==> config.mk <==
export PLATFORM = sky130hd
export DESIGN_NAME = ro_puf_multibit_core
export DESIGN_NICKNAME = d
export VERILOG_FILES = /design/src/rtl/ro_puf_multibit_core_pkg.sv /design/src/rtl/ro_puf_multibit_core_edge_sync.sv /design/src/rtl/ro_puf_multibit_core.sv
export SDC_FILE = /design/constraint.sdc
export NUM_CORES = 1
export LEC_CHECK = 0
export ABC_AREA = 0
export CAP_MARGIN = 10
export CORE_MARGIN = 2
export CORE_UTILIZATION = 57
export DETAILED_ROUTE_END_ITERATION = 16
export PLACE_DENSITY = 0.78
export SYNTH_ARGS = -nofsm -noshare
export SYNTH_HDL_FRONTEND = slang
export SYNTH_SLANG_ARGS = --single-unit
==> constraint.sdc <==
create_clock -name clk -period 10.89 [get_ports clk]
set_clock_uncertainty 0.2 [all_clocks]
set_input_delay 1.089 -clock clk [delete_from_list [all_inputs] [get_ports clk]]
set_output_delay 1.089 -clock clk [all_outputs]
set_load 0.03 [all_outputs]
==> src/rtl/ro_puf_multibit_core_pkg.sv <==
// Shared types and helpers for the multi-bit ring-oscillator PUF core.
package ro_puf_pkg;

  typedef enum logic [2:0] {
    ST_IDLE,
    ST_CLEAR,
    ST_COUNT,
    ST_COMPARE,
    ST_DONE
  } state_e;

  // Increment-by-pulse that sticks at max_val instead of wrapping.
  function automatic logic [31:0] sat_inc(input logic [31:0] cnt,
                                          input logic [31:0] max_val,
                                          input logic inc);
    if (inc && (cnt < max_val)) return cnt + 32'd1;
    return cnt;
  endfunction

endpackage

==> src/rtl/ro_puf_multibit_core_edge_sync.sv <==
// Two-flop synchroniser for one free-running oscillator plus rising-edge pulse in the clk domain.
module ro_edge_sync (
  input  logic clk,
  input  logic rst_n,
  input  logic ro_in,
  output logic edge_pulse
);

  logic sync1_q, sync2_q, prev_q;
  logic sync1_d, sync2_d, prev_d;

  always_comb begin
    sync1_d = ro_in;
    sync2_d = sync1_q;
    prev_d  = sync2_q;
  end

  always_ff @(posedge clk or negedge rst_n) begin
    if (!rst_n) begin
      sync1_q <= 1'b0;
      sync2_q <= 1'b0;
      prev_q  <= 1'b0;
    end else begin
      sync1_q <= sync1_d;
      sync2_q <= sync2_d;
      prev_q  <= prev_d;
    end
  end

  assign edge_pulse = sync2_q & ~prev_q;

endmodule

==> src/rtl/ro_puf_multibit_core.sv <==
// RO PUF evaluation core: counts edges of challenge-selected oscillator pairs over a fixed window
// and assembles a multi-bit response with tie count and minimum reliability margin.
module ro_puf_multibit_core
  import ro_puf_pkg::*;
#(
  parameter int NUM_RO    = 16,
  parameter int RESP_BITS = 8,
  parameter int WIN_LOG2  = 8,
  parameter int CNT_W     = 10,
  localparam int CH_W     = $clog2(NUM_RO),
  localparam int TIE_W    = $clog2(RESP_BITS + 1)
) (
  input  logic              clk,
  input  logic              rst_n,
  input  logic              ena,
  input  logic              start,
  input  logic [CH_W-1:0]   challenge,
  input  logic [NUM_RO-1:0] ro_in,
  output logic              busy,
  output logic              done,
  output logic              resp_valid,
  output logic [RESP_BITS-1:0] response,
  output logic [TIE_W-1:0]  tie_cnt,
  output logic [CNT_W-1:0]  min_margin
);

  localparam int KW = $clog2(RESP_BITS + 1);
  localparam logic [31:0] CNT_MAX = 32'((64'd1 << CNT_W) - 64'd1);

  function automatic logic [CH_W-1:0] wrap_idx(input int unsigned v);
    return CH_W'(v % NUM_RO);
  endfunction

  logic [NUM_RO-1:0] edge_pulse;

  for (genvar i = 0; i < NUM_RO; i++) begin : g_sync
    ro_edge_sync u_sync (
      .clk        (clk),
      .rst_n      (rst_n),
      .ro_in      (ro_in[i]),
      .edge_pulse (edge_pulse[i])
    );
  end

  state_e                 state_q, state_d;
  logic [KW-1:0]          k_q, k_d;
  logic [CH_W-1:0]        ch_q, ch_d;
  logic [WIN_LOG2-1:0]    win_q, win_d;
  logic [CNT_W-1:0]       cnt_a_q, cnt_a_d, cnt_b_q, cnt_b_d;
  logic                   busy_q, busy_d, done_q, done_d, valid_q, valid_d;
  logic [RESP_BITS-1:0]   resp_q, resp_d;
  logic [TIE_W-1:0]       tie_q, tie_d;
  logic [CNT_W-1:0]       margin_q, margin_d;

  logic [CH_W-1:0]        a_sel, b_sel;
  logic                   a_gt_b;
  logic [CNT_W-1:0]       diff;

  always_comb begin
    a_sel  = wrap_idx(32'(ch_q) + 32'(k_q) * 32'd2);
    b_sel  = wrap_idx(32'(a_sel) + 32'd1);
    a_gt_b = cnt_a_q > cnt_b_q;
    diff   = a_gt_b ? (cnt_a_q - cnt_b_q) : (cnt_b_q - cnt_a_q);
  end

  always_comb begin
    state_d  = state_q;
    k_d      = k_q;
    ch_d     = ch_q;
    win_d    = win_q;
    cnt_a_d  = cnt_a_q;
    cnt_b_d  = cnt_b_q;
    busy_d   = busy_q;
    done_d   = 1'b0;
    valid_d  = valid_q;
    resp_d   = resp_q;
    tie_d    = tie_q;
    margin_d = margin_q;
    // Dropping ena anywhere in an evaluation throws away the partial result.
    if ((state_q != ST_IDLE) && !ena) begin
      state_d  = ST_IDLE;
      busy_d   = 1'b0;
      valid_d  = 1'b0;
      resp_d   = '0;
      tie_d    = '0;
      margin_d = '1;
    end else begin
      case (state_q)
        ST_IDLE: begin
          if (ena && start && !done_q) begin
            ch_d     = challenge;
            k_d      = '0;
            busy_d   = 1'b1;
            valid_d  = 1'b0;
            resp_d   = '0;
            tie_d    = '0;
            margin_d = '1;
            state_d  = ST_CLEAR;
          end
        end
        ST_CLEAR: begin
          cnt_a_d = '0;
          cnt_b_d = '0;
          win_d   = '0;
          state_d = ST_COUNT;
        end
        ST_COUNT: begin
          cnt_a_d = CNT_W'(sat_inc(32'(cnt_a_q), CNT_MAX, edge_pulse[a_sel]));
          cnt_b_d = CNT_W'(sat_inc(32'(cnt_b_q), CNT_MAX, edge_pulse[b_sel]));
          win_d   = win_q + 1'b1;
          if (win_q == '1) state_d = ST_COMPARE;
        end
        ST_COMPARE: begin
          for (int i = 0; i < RESP_BITS; i++) begin
            if (KW'(i) == k_q) resp_d[i] = a_gt_b;
          end
          if (cnt_a_q == cnt_b_q) tie_d = tie_q + TIE_W'(1);
          if (diff < margin_q) margin_d = diff;
          if (k_q == KW'(RESP_BITS - 1)) begin
            state_d = ST_DONE;
          end else begin
            k_d     = k_q + KW'(1);
            state_d = ST_CLEAR;
          end
        end
        ST_DONE: begin
          done_d  = 1'b1;
          valid_d = 1'b1;
          busy_d  = 1'b0;
          state_d = ST_IDLE;
        end
        default: state_d = ST_IDLE;
      endcase
    end
  end

  always_ff @(posedge clk or negedge rst_n) begin
    if (!rst_n) begin
      state_q  <= ST_IDLE;
      k_q      <= '0;
      ch_q     <= '0;
      win_q    <= '0;
      cnt_a_q  <= '0;
      cnt_b_q  <= '0;
      busy_q   <= 1'b0;
      done_q   <= 1'b0;
      valid_q  <= 1'b0;
      resp_q   <= '0;
      tie_q    <= '0;
      margin_q <= '1;
    end else begin
      state_q  <= state_d;
      k_q      <= k_d;
      ch_q     <= ch_d;
      win_q    <= win_d;
      cnt_a_q  <= cnt_a_d;
      cnt_b_q  <= cnt_b_d;
      busy_q   <= busy_d;
      done_q   <= done_d;
      valid_q  <= valid_d;
      resp_q   <= resp_d;
      tie_q    <= tie_d;
      margin_q <= margin_d;
    end
  end

  assign busy       = busy_q;
  assign done       = done_q;
  assign resp_valid = valid_q;
  assign response   = resp_q;
  assign tie_cnt    = tie_q;
  assign min_margin = margin_q;

endmodule
==> key figures, run 1 <==
Critical path
  – Worst reg2reg endpoint: min_margin[7]$_DFFE_PN1P_
  – WP data required: 11.05 ns
  – Crit Path Class: reg -> reg
  – Startpoint Class: flop
  – Worst R2R Path Depth: 14
  – Critical R2R Launch: cnt_a_q[6]$_DFFE_PN0P_
  – Max FO, Critical Path: 14
  – Arrival time worst endpoint: ~4.9 ns
  – Slack of the worst reg-to-reg path: just over 6 ns
  – Worst Setup End Kind: flop

Routing
  – Uppermost layer routed: met4
  – DR pass1 iterations: 4
  – Antenna viol nets, final: 0
  – WL met3: 496 um
  – Met2 wire len: slightly above 6000 um
  – Vias: 4559
  – Initial drt markers: approximately 260
  – DRC violation count after routing: 0
  – WL final: approximately 13000 um
  – Avg Vias per Cell: roughly 5.9
  – WL met1: between 5000 and 6000 um
  – Drt wl/cell: 16.24 um

Min path
  – Hold Crit Start: g_sync[15].u_sync.sync1_q$_DFF_PN0_
  – Hold Path Sink: g_sync[15].u_sync.prev_d$_DFF_PN0_
  – Hold WC Path Type: reg -> reg
  – Hold path depth: 0

Cells and area
  – Final net count: ~700
  – Layout cells sized above 1: under 10%
  – Number of diodes: 0
  – Fill cell count: 846
  – Post-route insts no fill: between 700 and 800
  – Most frequent cells in the layout: dfrtp_1 (102), nand2_1 (71), clkdlybuf4s50_1 (47)
  – Post-layout instance area: slightly below 7000 sq um
  – Layout area overhead: 12.40%
  – Commonest non-fill, non-tap cell in the layout: dfrtp_1

Yosys
  – Synth Area in Compound Gates: between 10% and 20%
  – Adder-cell share of the synthesized area: 8.713%
  – Seq/Total Area, Yosys: between 40% and 50%
  – Syn Inst Count: slightly below 600
  – XOR/XNOR Fraction of Synth Area: 1.812%
  – Largest family of logic cells by synthesized area: simple AND/OR/NAND/NOR gates
  – Syn nets: 654
  – Share of flip-flops with an asynchronous set or reset: 100.0%
  – Synthesized area per cell: 10.43 sq um
  – Simple-gate portion of the synthesized area: between 15 and 20%
  – Post-Syn Area: ~6100 sq um
  – Post-synth EDFFs: 0
  – Post-synth top flop: dfrtp_1
  – Synthesis Warnings: 0
  – Multiplexer share of the synthesized area: about 6.3%
  – Unique masters post-synth: a little under 80
  – Register bit count reported by yosys: ~110

Die
  – Floorplan Core Area: 10420 sq um
  – Die Span Y: ~110 um
  – FP Rows: 37
  – Initial core utilization: approximately 59%
  – Die X: roughly 110 um
  – Die area: ~12000 sq um
  – I/O Pins: between 40 and 50

Pwr
  – Maximum VDD drop: 146.6 uV
  – Pleak: 3.074 nW
  – PwrDens: around 180 nW/um^2

GRT
  – Overflow after GRT: 0
  – Tot GR Track Use: between 20% and 30%
  – Largest net degree at the start of global routing: 62
  – Antenna violations before repair: 0
  – First-pass GRT wire length: between 20000 and 25000 um
  – Vias in the first global route: 4490

Timing
  – Fmax: around 210 MHz
  – Relative slew margins: roughly 43%
  – Actual slew at the worst max-slew pin: 0.8503 ns
  – Min Tclk post-route: 4.709 ns
  – Tcrit/Tclk final: 43.24%
  – Setup_tns: 0 ns
  – Final setup vio count: 0
  – Unrepaired setup endpoints after global routing: false
  – Slew Limit Fails: 0
  – Fin. Hold Viols: 0

Clocking
  – Clock slew at reported path FFs: ~0.12 ns
  – Cts hold-fix bufs: 0
  – H-tree levels: 3
  – Clk sinks: around 110
  – Postcts setup bufs: 0
  – Num CTS Buffers: 9
  – CTS tree: done
  – Root buf cell: clkbuf_8
  – Post-CTS sizing: 0
  – Clock Latency Late Sink: 0.42 ns
  – Max Root-Sink Buffers: 2

Outcome
  – Outcome: finished clean

Placement
  – Detailed placement HPWL: 9041 um
  – Port Buf Inserts: 48
  – DP Area: 6689 sq um
  – Placed cells: 757
  – RePlAce Congestion: roughly 0.9

Flow run
  – Max Cap Viol: 0
-- flip-flops by register name, summed over array words and instances (netlist names), 8 cells and up --
| register | flops |
|---|---|
| win_q | 8 |
| cnt_a_q | 10 |
| g_sync.u_sync.prev_d | 16 |
| g_sync.u_sync.prev_q | 16 |
| response | 8 |
| min_margin | 10 |
| g_sync.u_sync.sync1_q | 16 |
| cnt_b_q | 10 |
-- area by class of cell --
type / count / area, sq um / area share, %
Inverter: 38 / 142.6 / 2.065
Timing Repair Buffer: 50 / 493.0 / 7.136
Multi-Input combinational cell: 421 / 3068 / 44.41
Clock inverter: 7 / 95.09 / 1.377
Sequential cell: 112 / 2815 / 40.75
Tap cell: 136 / 170.2 / 2.463
Clock buffer: 9 / 123.9 / 1.793
-- how the worst max path moves through the flow --
stage                           start                         to  slack, ns  cells past startpoint
2_1_floorplan  cnt_a_q[0]$_DFFE_PN0P_  min_margin[7]$_DFFE_PN1P_       6.76                     16
3_3_place_gp   cnt_a_q[0]$_DFFE_PN0P_  min_margin[9]$_DFFE_PN1P_       6.42                     16
3_5_place_dp   cnt_a_q[0]$_DFFE_PN0P_  min_margin[9]$_DFFE_PN1P_       6.23                     16
4_1_cts        cnt_a_q[0]$_DFFE_PN0P_  min_margin[9]$_DFFE_PN1P_       6.20                     16
5_1_grt        cnt_a_q[6]$_DFFE_PN0P_  min_margin[6]$_DFFE_PN1P_       5.74                     15
6_report       cnt_a_q[6]$_DFFE_PN0P_  min_margin[7]$_DFFE_PN1P_       6.18                     14
-- critical path, cell delays in order (launching register included) --
cell and delay [ns]:
dfrtp_1 0.45, inv_1 0.09, ha_1 0.54, nand2_1 0.19, nor4_4 0.46, a211oi_4 0.14, a311oi_1 0.31, nor3_1 0.10
or2_1 0.24, ha_1 0.29, a211oi_1 0.30, o21bai_1 0.11, o22a_1 0.24, o211ai_1 0.69, o32a_1 0.28
-- power by group --
part | switching [mW] | leakage (nW) | total, mW | internal (mW)
logic | 0.288 | 1.56 | 0.497 | 0.210
registers | 0.0302 | 1.41 | 0.477 | 0.447
clock network | 0.169 | 0.105 | 0.264 | 0.0950
-- metal layers --
metal | vias to the layer above | GRT usage [%]
met1 | 2232 | 31.42
met4 | 0 | 7.051
met5 | - | 0
met3 | 16 | 5.448
met2 | 92 | 38.23
li1 | 2219 | -
-- through the flow --
| stage | util [%] | hold slack (ns) | power [mW] | worst slack (ns) |
|---|---|---|---|---|
| 2_1_floorplan | - | 0.1312 | 0.8734 | 6.761 |
| 3_3_place_gp | 64.22 | 0.1324 | 0.9597 | 6.419 |
| 3_5_place_dp | 64.22 | 0.1356 | 0.9755 | 6.232 |
| 4_1_cts | 66.32 | 0.1570 | 1.245 | 6.200 |
| 5_1_grt | 66.32 | 0.1689 | 1.322 | 5.740 |
| 6_report | 66.32 | 0.1533 | 1.238 | 6.181 |
-- cells by family (layout without fill, tap and decap cells) --
| family | count (synthesis) | in the layout |
|---|---|---|
| and+or+nand+nor | 209 | 209 |
| AOI/OAI and AO/OA | 135 | 135 |
| DFF | 112 | 112 |
| buffers and inverters | 56 | 104 |
| adders and majority gates | 41 | 41 |
| muxes | 25 | 25 |
| xor gates and xnor gates | 11 | 11 |
-- synthesized netlist by cell type, drive strengths merged (8+ instances only) --
library cell / number / area [sq um]
o211ai: 10 / 75.07
and3: 8 / 55.05
a21oi: 21 / 105.1
dfrtp: 102 / 2552
o21ai: 36 / 183.9
mux2i: 14 / 143.9
dfstp: 10 / 262.8
or4: 8 / 60.06
ha: 38 / 475.5
buf: 11 / 78.82
nor2: 25 / 93.84
nand3: 29 / 145.1
nand2: 71 / 266.5
nand2b: 20 / 125.1
mux4: 8 / 210.2
nor3: 12 / 65.06
inv: 38 / 142.6
Power figures use the tool's default switching activity.
==> run 2: changes to the inputs <==
==> constraint.sdc (replaced) <==
create_clock -name clk -period 4.5 [get_ports clk]
set_clock_uncertainty 0.2 [all_clocks]
set_input_delay 0.45 -clock clk [delete_from_list [all_inputs] [get_ports clk]]
set_output_delay 0.45 -clock clk [all_outputs]
set_load 0.03 [all_outputs]
==> run 2 against run 1 <==
Net effect: total power grew 150%; clock-buffer cell count grew 3; sequential share of layout area shrank 0.25 points; global-route usage grew 0.15 points; setup slack lost 6.0 ns; fmax grew 8.0%; die area is the same; sequential power grew 140%; non-clock buffer count grew 7; register-to-register slack lost 6.0 ns; cell count grew 0.91%; combinational power grew to 2.6 times the previous value; critical endpoint is now min_margin[9]$_DFFE_PN1P_; largest cell class unchanged.
==> key figures, run 2 (synthesized netlist as in run 1, its figures left out) <==
Routing
  – Vias: 4722 (+3.6%)
  – Antenna viol nets, final: 0 (unchanged)
  – Initial drt markers: 294 (+11%)
  – Drt wl/cell: 16.82 um (+3.6%)
  – WL final: 13120 um (+4.5%)
  – DRC violation count after routing: 0 (unchanged)
  – Avg Vias per Cell: 6.054 (+2.6%)
  – DR pass1 iterations: 5 (+1)

Critical path
  – CP max stage delay: 0.45 ns (-0.24 ns)
  – Cell count along the critical path: 13 (-1)
  – Critical R2R Launch: cnt_a_q[7]$_DFFE_PN0P_
  – CP endpoint: min_margin[9]$_DFFE_PN1P_
  – Startpoint Class: flop
  – Buf/Inv on CP: 1 (unchanged)
  – Crit-path cells: inv_1 > ha_1 > a211o_1 > a21oi_1 > a211o_1 > mux2i_1 > xor2_1 > ha_1 > o21ai_0 > o21bai_1 > o22a_1 > or2_4 > o32a_1
  – Crit Path Class: reg -> reg
  – Worst R2R Path Depth: 13 (-1)
  – Arrival time worst endpoint: 4.47 ns (-0.40 ns)
  – WP data required: 4.61 ns (-6.44 ns)
  – Slowest library cell on the worst path: dfrtp_1
  – Max FO, Critical Path: 8 (-6)
  – Worst Setup End Kind: flop
  – Slack of the worst reg-to-reg path: 0.14 ns (-6.04 ns)
  – CP delay by family, top: compound AO/OA/AOI/OAI gates
  – Worst reg2reg endpoint: min_margin[9]$_DFFE_PN1P_
  – Setup crit start: cnt_a_q[7]$_DFFE_PN0P_

Timing
  – Final setup vio count: 0 (unchanged)
  – Relative slew margins: 31.33% (-12 points)
  – Min Tclk post-route: 4.361 ns (-0.3477 ns)
  – Setup_tns: 0 ns (unchanged)
  – Actual slew at the worst max-slew pin: 1.030 ns (+0.1798 ns)
  – Fmax: 229.3 MHz (+8.0%)
  – Slew Limit Fails: 0 (unchanged)
  – Fin. Hold Viols: 0 (unchanged)
  – Tcrit/Tclk final: 96.91% (+54 points)

Die
  – FP Rows: 37 (unchanged)
  – Die area: 11630 sq um (unchanged)
  – Die Span Y: 107.8 um (unchanged)
  – Initial core utilization: 59.00% (unchanged)
  – I/O Pins: 49 (unchanged)
  – Die X: 107.8 um (unchanged)
  – Floorplan Core Area: 10420 sq um (unchanged)

Placement
  – Placed cells: 762 (+0.66%)
  – Port Buf Inserts: 48 (unchanged)
  – RePlAce Congestion: 0.9080 (+0.59%)
  – Detailed placement HPWL: 9463 um (+4.7%)
  – DP Area: 6726 sq um (+0.56%)

Clocking
  – H-tree levels: 3 (unchanged)
  – CTS tree: done
  – Root buf cell: clkbuf_8
  – Clock Latency Late Sink: 0.39 ns (-0.03 ns)
  – Num CTS Buffers: 9 (unchanged)
  – Clock slew at reported path FFs: 0.12 ns (about the same)
  – Max Root-Sink Buffers: 2 (unchanged)
  – Clk sinks: 112 (unchanged)

Pwr
  – PwrDens: 439.1 nW/um^2 (+140%)
  – Sw Share: 38.61% (-0.68 points)
  – Flop pwr share: 37.8% (-0.7 points)
  – Maximum VDD drop: 224.2 uV (+53%)
  – Psw: 1.178 mW (+140%)
  – Pleak: 3.105 nW (+0.99%)
  – Clock Power Share: 19.5% (-1.8 points)
  – Combinational share of power: 42.7% (+2.6 points)
  – Total power: 3.052 mW (+150%)
  – P_int: 1.874 mW (+150%)

Cells and area
  – Layout cells sized above 1: 8.385% (+1.3 points)
  – Core Util, Final: 66.73% (+0.41 points)
  – Commonest non-fill, non-tap cell in the layout: dfrtp_1
  – Layout area overhead: 13.09%
  – Post-layout instance area: 6950 sq um (+0.62%)
  – Most frequent cells in the layout: dfrtp_1 (102), nand2_1 (71), clkdlybuf4s50_1 (47)
  – Number of diodes: 0 (unchanged)
  – Final net count: 704 (+1.0%)
  – Post-route insts no fill: 780 (+0.91%)

GRT
  – Overflow after GRT: 0 (unchanged)
  – First-pass GRT wire length: 21750 um (+2.2%)
  – Vias in the first global route: 4536 (+1.0%)
  – Largest net degree at the start of global routing: 84 (+35%)
  – Tot GR Track Use: 23.62% (+0.15 points)
  – Antenna violations before repair: 0 (unchanged)

Outcome
  – Outcome: finished clean

Flow run
  – Max Cap Viol: 0 (unchanged)

Min path
  – Hold WC Path Type: in -> async
run 2: what timing repair did:
action / CTS / global route
setup endpoints to repair: 0 / 10
hold buffers: 0 / 0
setup buffers: 0 / 2
resized for setup: 0 / 4
run 2: worst min path at each step:
| stage | startpoint | end | slack (ns) |
|---|---|---|---|
| 3_5_place_dp | g_sync[15].u_sync.sync1_q$_DFF_PN0_ | g_sync[15].u_sync.prev_d$_DFF_PN0_ | 0.13 |
| 3_3_place_gp | g_sync[8].u_sync.sync1_q$_DFF_PN0_ | g_sync[8].u_sync.prev_d$_DFF_PN0_ | 0.13 |
| 5_1_grt | rst_n | g_sync[3].u_sync.sync1_q$_DFF_PN0_ | 0.13 |
| 2_1_floorplan | rst_n | busy$_DFFE_PN0P_ | -0.05 |
| 6_report | rst_n | g_sync[2].u_sync.sync1_q$_DFF_PN0_ | 0.05 |
| 4_1_cts | rst_n | win_q[3]$_DFFE_PN0P_ | 0.08 |
run 2: power by group through the flow:
| stage | clock network, mW | logic, mW | registers [mW] |
|---|---|---|---|
| 2_1_floorplan | 0 | 0.937 | 1.18 |
| 3_3_place_gp | 0 | 1.17 | 1.17 |
| 3_5_place_dp | 0 | 1.22 | 1.17 |
| 4_1_cts | 0.609 | 1.24 | 1.15 |
| 5_1_grt | 0.648 | 1.43 | 1.17 |
| 6_report | 0.594 | 1.30 | 1.15 |
run 2: metrics by stage:
step	setup WS, ns	hold slack (ns)
detailed placement	0.1165	0.1347
global placement	0.2392	0.1321
finish	0.1389	0.04705
global route	-0.09837	0.1337
CTS	0.1072	0.07668
floorplan	0.3711	-0.04559
run 2: final cells by class:
type,count,area [sq um]
Clock buffer,12,145.1
Clock inverter,4,47.55
Fill cell,809,3466
Inverter,38,142.6
Multi-Input combinational cell,421,3084
Sequential cell,112,2815
Tap cell,136,170.2
Timing Repair Buffer,57,545.5
run 2: metal layers:
| metal | routed length, um | share of wire, % | track usage [%] | vias up |
|---|---|---|---|---|
| li1 | - | - | - | 2239 |
| met3 | 529 | 4.0 | 3.450 | 23 |
| met1 | 5932 | 45 | 32.17 | 2328 |
| met5 | 0 | 0 | 0 | - |
| met2 | 6459 | 49 | 38.99 | 132 |
| met4 | 201 | 1.5 | 7.784 | 0 |
run 2: worst reg2reg max path, cell delays in order, from the launching register on:
cell	delay, ns
dfrtp_1	0.45
inv_1	0.09
ha_1	0.42
a211o_1	0.33
a21oi_1	0.36
a211o_1	0.29
mux2i_1	0.27
xor2_1	0.29
ha_1	0.31
o21ai_0	0.29
o21bai_1	0.13
o22a_1	0.26
or2_4	0.29
o32a_1	0.29
